===== src/rtl/ysyx_22041207_axi_pkg.sv =====
// Shared types and constants for the ysyx_22041207 read responder.
// Optional alignment check is enabled by YSYX_22041207_RD_ALIGN_CHK_EN.
package ysyx_22041207_axi_pkg;

   typedef enum logic [1:0] {
      S_IDLE,
      S_ISSUE,
      S_WAIT,
      S_RESP
   } rd_state_e;

   localparam logic [7:0] SIZE_B = 8'h01;
   localparam logic [7:0] SIZE_H = 8'h03;
   localparam logic [7:0] SIZE_W = 8'h0F;
   localparam logic [7:0] SIZE_D = 8'hFF;

   function automatic logic [63:0] align8(input logic [63:0] a);
      return {a[63:3], 3'b000};
   endfunction

   // Only the three natural power-of-two lane masks carry an alignment rule.
   function automatic logic misaligned(input logic [63:0] a,
                                       input logic [7:0]  s);
      logic w_bad;
      w_bad = 1'b0;
      unique case (s)
         SIZE_H:  w_bad = (a[0] != 1'b0);
         SIZE_W:  w_bad = (a[1:0] != 2'b00);
         SIZE_D:  w_bad = (a[2:0] != 3'b000);
         default: w_bad = 1'b0;
      endcase
      return w_bad;
   endfunction

endpackage


===== src/rtl/ysyx_22041207_rd_responder_if.sv =====
// Read request/response handshake bundle between initiator and responder.
// rx_r_err exists only when YSYX_22041207_RD_ALIGN_CHK_EN is defined.
interface ysyx_22041207_rd_responder_if;

   logic        rx_r_valid_i;
   logic        rx_r_ready_o;
   logic [63:0] rx_r_addr_i;
   logic [7:0]  rx_r_size_i;
   logic [63:0] rx_data_read_o;
   logic        rx_data_valid;
   logic        rx_data_ready;
`ifdef YSYX_22041207_RD_ALIGN_CHK_EN
   logic        rx_r_err;

   modport master (
      output rx_r_valid_i, rx_r_addr_i, rx_r_size_i, rx_data_ready,
      input  rx_r_ready_o, rx_data_read_o, rx_data_valid, rx_r_err
   );

   modport slave (
      input  rx_r_valid_i, rx_r_addr_i, rx_r_size_i, rx_data_ready,
      output rx_r_ready_o, rx_data_read_o, rx_data_valid, rx_r_err
   );
`else
   modport master (
      output rx_r_valid_i, rx_r_addr_i, rx_r_size_i, rx_data_ready,
      input  rx_r_ready_o, rx_data_read_o, rx_data_valid
   );

   modport slave (
      input  rx_r_valid_i, rx_r_addr_i, rx_r_size_i, rx_data_ready,
      output rx_r_ready_o, rx_data_read_o, rx_data_valid
   );
`endif

endinterface


===== src/rtl/ysyx_22041207_byte_mask.sv =====
// Zeroes every byte of a 64-bit beat whose lane-mask bit is clear.
module ysyx_22041207_byte_mask (
   input  logic [63:0] i_data,
   input  logic [7:0]  i_mask,
   output logic [63:0] o_data
);

   for (genvar g = 0; g < 8; g++) begin : g_lane
      assign o_data[g*8 +: 8] = i_data[g*8 +: 8] & {8{i_mask[g]}};
   end

endmodule


===== src/rtl/ysyx_22041207_rd_responder.sv =====
// Single-outstanding read responder: IDLE -> ISSUE -> WAIT -> RESP.
// Define YSYX_22041207_RD_ALIGN_CHK_EN to add rx_r_err alignment checking.
module ysyx_22041207_rd_responder
   import ysyx_22041207_axi_pkg::*;
#(
   parameter int LATENCY = 1
) (
   input  logic                          clk,
   input  logic                          rst,
   ysyx_22041207_rd_responder_if.slave   rx,
   output logic                          mem_en,
   output logic [63:0]                   mem_addr,
   input  logic [63:0]                   mem_rdata
);

   localparam logic [3:0] LAT_M1 = 4'(LATENCY - 1);

   rd_state_e   r_state;
   logic        r_ready;
   logic        r_valid;
   logic [63:0] r_data;
   logic [7:0]  r_size;
   logic [3:0]  r_cnt;
   logic        r_mem_en;
   logic [63:0] r_mem_addr;
   logic [63:0] w_masked;
`ifdef YSYX_22041207_RD_ALIGN_CHK_EN
   logic        r_err;
`endif

   ysyx_22041207_byte_mask u_mask (
      .i_data (mem_rdata),
      .i_mask (r_size),
      .o_data (w_masked)
   );

   always_ff @(posedge clk or posedge rst) begin
      if (rst) begin
         r_state    <= S_IDLE;
         r_ready    <= 1'b0;
         r_valid    <= 1'b0;
         r_data     <= '0;
         r_size     <= '0;
         r_cnt      <= '0;
         r_mem_en   <= 1'b0;
         r_mem_addr <= '0;
`ifdef YSYX_22041207_RD_ALIGN_CHK_EN
         r_err      <= 1'b0;
`endif
      end else begin
         unique case (r_state)
            S_IDLE: begin
               // ready rises one edge after reset release
               if (!r_ready) begin
                  r_ready <= 1'b1;
               end else if (rx.rx_r_valid_i) begin
                  r_ready <= 1'b0;
                  r_size  <= rx.rx_r_size_i;
`ifdef YSYX_22041207_RD_ALIGN_CHK_EN
                  if (misaligned(rx.rx_r_addr_i, rx.rx_r_size_i)) begin
                     r_state <= S_RESP;
                     r_valid <= 1'b1;
                     r_err   <= 1'b1;
                  end else begin
                     r_state    <= S_ISSUE;
                     r_mem_en   <= 1'b1;
                     r_mem_addr <= align8(rx.rx_r_addr_i);
                  end
`else
                  r_state    <= S_ISSUE;
                  r_mem_en   <= 1'b1;
                  r_mem_addr <= align8(rx.rx_r_addr_i);
`endif
               end
            end
            S_ISSUE: begin
               r_mem_en   <= 1'b0;
               r_mem_addr <= '0;
               r_cnt      <= '0;
               r_state    <= S_WAIT;
            end
            S_WAIT: begin
               if (r_cnt == LAT_M1) begin
                  r_data  <= w_masked;
                  r_valid <= 1'b1;
                  r_cnt   <= '0;
                  r_state <= S_RESP;
               end else begin
                  r_cnt <= r_cnt + 4'd1;
               end
            end
            S_RESP: begin
               if (rx.rx_data_ready) begin
                  r_valid <= 1'b0;
                  r_data  <= '0;
                  r_ready <= 1'b1;
                  r_state <= S_IDLE;
`ifdef YSYX_22041207_RD_ALIGN_CHK_EN
                  r_err   <= 1'b0;
`endif
               end
            end
            default: r_state <= S_IDLE;
         endcase
      end
   end

   assign rx.rx_r_ready_o   = r_ready;
   assign rx.rx_data_valid  = r_valid;
   assign rx.rx_data_read_o = r_data;
   assign mem_en            = r_mem_en;
   assign mem_addr          = r_mem_addr;
`ifdef YSYX_22041207_RD_ALIGN_CHK_EN
   assign rx.rx_r_err       = r_err;
`endif

endmodule

===== src/flat_wrapper.sv =====
// flat-port wrapper written by rule: the top's interface ports become plain ports
module ysyx_22041207_rd_responder_flat import ysyx_22041207_axi_pkg::*;
#(
   parameter int LATENCY = 1
)
  (clk, rst, mem_en, mem_addr, mem_rdata, rx_rx_r_valid_i, rx_rx_r_addr_i, rx_rx_r_size_i, rx_rx_data_ready, rx_rx_r_ready_o, rx_rx_data_read_o, rx_rx_data_valid);
  ysyx_22041207_rd_responder_if rx_i ();
  input  logic clk;
  input  logic rst;
  output logic mem_en;
  output logic [63:0] mem_addr;
  input  logic [63:0] mem_rdata;
  input wire logic [$bits(rx_i.rx_r_valid_i)-1:0] rx_rx_r_valid_i;
  input wire logic [$bits(rx_i.rx_r_addr_i)-1:0] rx_rx_r_addr_i;
  input wire logic [$bits(rx_i.rx_r_size_i)-1:0] rx_rx_r_size_i;
  input wire logic [$bits(rx_i.rx_data_ready)-1:0] rx_rx_data_ready;
  output wire logic [$bits(rx_i.rx_r_ready_o)-1:0] rx_rx_r_ready_o;
  output wire logic [$bits(rx_i.rx_data_read_o)-1:0] rx_rx_data_read_o;
  output wire logic [$bits(rx_i.rx_data_valid)-1:0] rx_rx_data_valid;
  assign rx_i.rx_r_valid_i = rx_rx_r_valid_i;
  assign rx_i.rx_r_addr_i = rx_rx_r_addr_i;
  assign rx_i.rx_r_size_i = rx_rx_r_size_i;
  assign rx_i.rx_data_ready = rx_rx_data_ready;
  assign rx_rx_r_ready_o = rx_i.rx_r_ready_o;
  assign rx_rx_data_read_o = rx_i.rx_data_read_o;
  assign rx_rx_data_valid = rx_i.rx_data_valid;
  ysyx_22041207_rd_responder #(.LATENCY(LATENCY)) u_core (.clk(clk), .rst(rst), .rx(rx_i), .mem_en(mem_en), .mem_addr(mem_addr), .mem_rdata(mem_rdata));
endmodule

===== config.mk =====
export PLATFORM = sky130hd
export DESIGN_NAME = ysyx_22041207_rd_responder_flat
export DESIGN_NICKNAME = d
export VERILOG_FILES = /design/src/rtl/ysyx_22041207_axi_pkg.sv /design/src/rtl/ysyx_22041207_rd_responder_if.sv /design/src/rtl/ysyx_22041207_byte_mask.sv /design/src/rtl/ysyx_22041207_rd_responder.sv /design/src/flat_wrapper.sv
export SDC_FILE = /design/constraint.sdc
export NUM_CORES = 1
export LEC_CHECK = 0
export BUFFER_PORTS_ARGS = -buffer_cell sky130_fd_sc_hd__buf_2
export CAP_MARGIN = 30
export CORE_MARGIN = 2
export CORE_UTILIZATION = 40
export DETAILED_ROUTE_END_ITERATION = 8
export PLACE_DENSITY = 0.69
export SLEW_MARGIN = 25
export SYNTH_ARGS = -nofsm -noshare
export SYNTH_HDL_FRONTEND = slang
export SYNTH_HIERARCHICAL = 1
export SYNTH_SLANG_ARGS = --single-unit

===== constraint.sdc =====
create_clock -name clk -period 9.1 [get_ports clk]
set_input_delay 2.73 -clock clk [delete_from_list [all_inputs] [get_ports clk]]
set_output_delay 2.73 -clock clk [all_outputs]
set_load 0.005 [all_outputs]

==> key figures <==
Synthesis
  • Top-count cell post-synth: sky130_fd_sc_hd__dfrtp_1
  • Number of synthesis warnings: 6
  • Flip-flop and latch count after synthesis: 142
  • Cells after Synth: 414
  • Xor-xnor portion of the synthesized cell area: 0%
  • Post-synthesis share of cell area spent on and, or, nand and nor gates: 8.29%
  • Synthesized-area fraction occupied by ao, oa, aoi and oai cells: 21.3%
  • Post-synth design cell area: 5630 um^2
  • Top-area cell type share of the netlist area: 63.2%
  • Mux share of post-synthesis cell area: 1.98%
  • Synthesized area per cell: 13.6 um^2
  • Library cells used by synthesis: 30
  • Dominant combinational cell family by area after synthesis: compound AO/OA/AOI/OAI gates
  • Ys flop type: sky130_fd_sc_hd__dfrtp_1
  • Cell accounting for the most synthesized area: sky130_fd_sc_hd__dfrtp_1
  • Synth top area cells: sky130_fd_sc_hd__dfrtp_1 63%, sky130_fd_sc_hd__a22o_1 19%, sky130_fd_sc_hd__and2_1 7.1%, sky130_fd_sc_hd__mux2_2 1.6%, sky130_fd_sc_hd__ha_1 1.6%
  • Most frequent cells after synthesis: 142 x sky130_fd_sc_hd__dfrtp_1, 125 x sky130_fd_sc_hd__a22o_1, 64 x sky130_fd_sc_hd__and2_1
  • Number of synthesized flops with an enable pin: 0
  • Share of synthesized registers carrying an async set or reset: 100%
  • Share of synthesized area occupied by flip-flops and latches: 63.2%
  • Adder and majority gate portion of the synthesized area: 1.56%

Setup path
  • Path type of the worst setup path: input pin to flip-flop
  • Largest fanout of any net on the critical path: 62
  • Kind of capture point of the worst setup path: flip-flop
  • Worst setup SP type: input pin
  • Required time of the critical path: 9440 ps
  • Cell depth of the worst flop-to-flop path: 6
  • Crit path DAT: 4490 ps

Run
  • Total of max-cap violations: 0

Detailed routing
  • Antenna Violating Nets Remaining: 0
  • Via count: 4403
  • Remaining design rule violation count: 0
  • First-pass iteration count of the detailed router: 4
  • First DRT Iteration DRCs: 259
  • Detail-routed via count per cell: 5.09
  • Routed length per instance: 16.6 um
  • Post-detailed-routing wire length: 14400 um

Clock network
  • Post-CTS setup repair buffer count: 0
  • Worst skew pair latency: 410 ps
  • H-Tree Level Count: 4
  • Number of clock buffers inserted by TritonCTS: 17
  • TritonCTS clock tree: built
  • Register clock-pin slew on the reported worst setup and hold paths: 60 ps
  • Gates resized, CTS repair: 0
  • Largest buffer count on any clock path: 2
  • # clock sinks: 142
  • Clock root buffer: sky130_fd_sc_hd__clkbuf_16
  • Quantity of hold-fixing buffers added after cts: 0

Layout
  • Ratio of cells with drive above 1 in the final layout: 45.5%
  • Area grow syn2layout: 37.6%
  • Antenna Cells: 0
  • Total number of nets in the final design: 820

Timing
  • Number of endpoints failing setup at the final stage: 0
  • Fin crit share: 45.6%
  • Worst Hold Margin: 474 ps
  • Setup repair after global routing missed its margin: no
  • Final worst clock skew: 5.30 ps
  • Relative slew slack: 46.0%
  • Fin. Hold Viols: 0
  • Shortest period the worst path allows: 4150 ps
  • Actual slew at the worst max-slew pin: 808 ps
  • Max Clock Freq: 0.241 GHz
  • Count of pins over their slew limit: 0
  • Fin Setup TNS: 0 ps

Place
  • GP Congestion: 0.753
  • Number of buffers added on ports: 264
  • Estimated wirelength of the detail-placed design: 10000 um

Die
  • Placeable core region: 13800 um^2
  • Die height: 123 um
  • Floorplan die width: 123 um
  • Rows: 43
  • Initial Util: 40.7%
  • Die area: 15000 um^2
  • Top-level port count: 271

GRT
  • Initial antenna violation count: 0
  • Maximum number of pins on one net before global-route repair: 66
  • First-pass GRT wire length: 21500 um
  • Number of global-route vias before repair: 4339
  • Aggregate global routing overflow: 0
  • Total GRT Usage: 18.3%

Power
  • Maximum resistive drop on vdd: 209 uV
  • Cell area power density: 336 nW/um^2
  • Leak: 4.26 nW

Run status
  • Outcome: finished, final reports clean

Hold path
  • Hold WC Path Type: flip-flop to flip-flop
  • Worst hold path depth: 1
==> metrics by stage <==
stage	area, um^2	power [mW]	util (%)	instances	setup slack [ps]
after global placement	7060	1.82	51.1	833	4560
final	7740	2.60	56.0	865	4950
after CTS	7740	2.63	56.0	865	4960
after detailed placement	7100	1.87	51.3	834	4500
after global routing	7740	2.76	56.0	865	4850
after floorplan	5630	1.53	-	416	2560
==> state kept, by name (all words and copies together) (netlist names) <==
signal                    cells
u_core/rx.rx_data_valid       1
u_core/r_size                 8
u_core/r_state                2
u_core/mem_en                 1
u_core/r_cnt                  4
u_core/mem_addr              61
u_core/rx.rx_data_read_o     64
u_core/rx.rx_r_ready_o        1
==> final cells by class <==
| cell class | instances | area, um^2 |
|---|---|---|
| Fill cell | 1181 | 6080 |
| Sequential cell | 142 | 3550 |
| Multi-Input combinational cell | 236 | 1910 |
| Timing Repair Buffer | 269 | 1380 |
| Clock buffer | 21 | 460 |
| Tap cell | 180 | 225 |
| Clock inverter | 10 | 186 |
| Inverter | 7 | 31.3 |
==> cells by family (layout without fill, tap and decap cells) <==
family	count (synthesis)	in the layout
AOI/OAI and AO/OA	140	140
adders and majority gates	7	7
buffers and inverters	38	307
DFF	142	142
muxes	10	10
other	1	3
and+or+nand+nor	76	76
==> metal layers <==
metal	track usage (%)	vias up	wire, um
li1	-	2034	-
met1	23.3	2173	5960
met2	29.2	170	7160
met3	5.62	26	964
met4	7.61	0	312
met5	0	-	0
==> cells in the final DEF (no fill, tap or decap), types with 3 or more instances in the layout <==
| cell | count |
|---|---|
| sky130_fd_sc_hd__ha_1 | 7 |
| sky130_fd_sc_hd__o21ai_0 | 5 |
| sky130_fd_sc_hd__bufinv_16 | 5 |
| sky130_fd_sc_hd__dfrtp_1 | 142 |
| sky130_fd_sc_hd__clkbuf_16 | 17 |
| sky130_fd_sc_hd__buf_4 | 4 |
| sky130_fd_sc_hd__inv_1 | 6 |
| sky130_fd_sc_hd__nand3_1 | 4 |
| sky130_fd_sc_hd__and2_1 | 64 |
| sky130_fd_sc_hd__a22o_1 | 125 |
| sky130_fd_sc_hd__buf_2 | 264 |
| sky130_fd_sc_hd__conb_1 | 3 |
| sky130_fd_sc_hd__mux2_2 | 8 |
| sky130_fd_sc_hd__clkinvlp_4 | 3 |
==> worst max-delay path: stages <==
cell and delay (ps):
sky130_fd_sc_hd__buf_2 110, sky130_fd_sc_hd__nand3_1 550, sky130_fd_sc_hd__a21boi_4 280, sky130_fd_sc_hd__buf_4 540, sky130_fd_sc_hd__a22o_1 260
==> final timing paths <==
check	start	end	slack [ps]
max in group asynchronous	rst	u_core/rx.rx_data_read_o[10]	5570
setup / recovery	rx_rx_r_valid_i	u_core/mem_addr[44]	4950
min in group asynchronous	rst	u_core/rx.rx_data_read_o[58]	2360
setup reg to reg	u_core/r_state[0]	u_core/mem_addr[22]	6580
hold reg to reg	u_core/mem_en	u_core/mem_en	470
hold / removal	u_core/mem_en	u_core/mem_en	470
==> power breakdown <==
group	switching (mW)	internal (mW)
combinational	0.447	0.416
clock	0.254	0.499
sequential	0.140	0.849
total	0.841	1.76
Note: power is estimated with default switching activity, not from simulation.
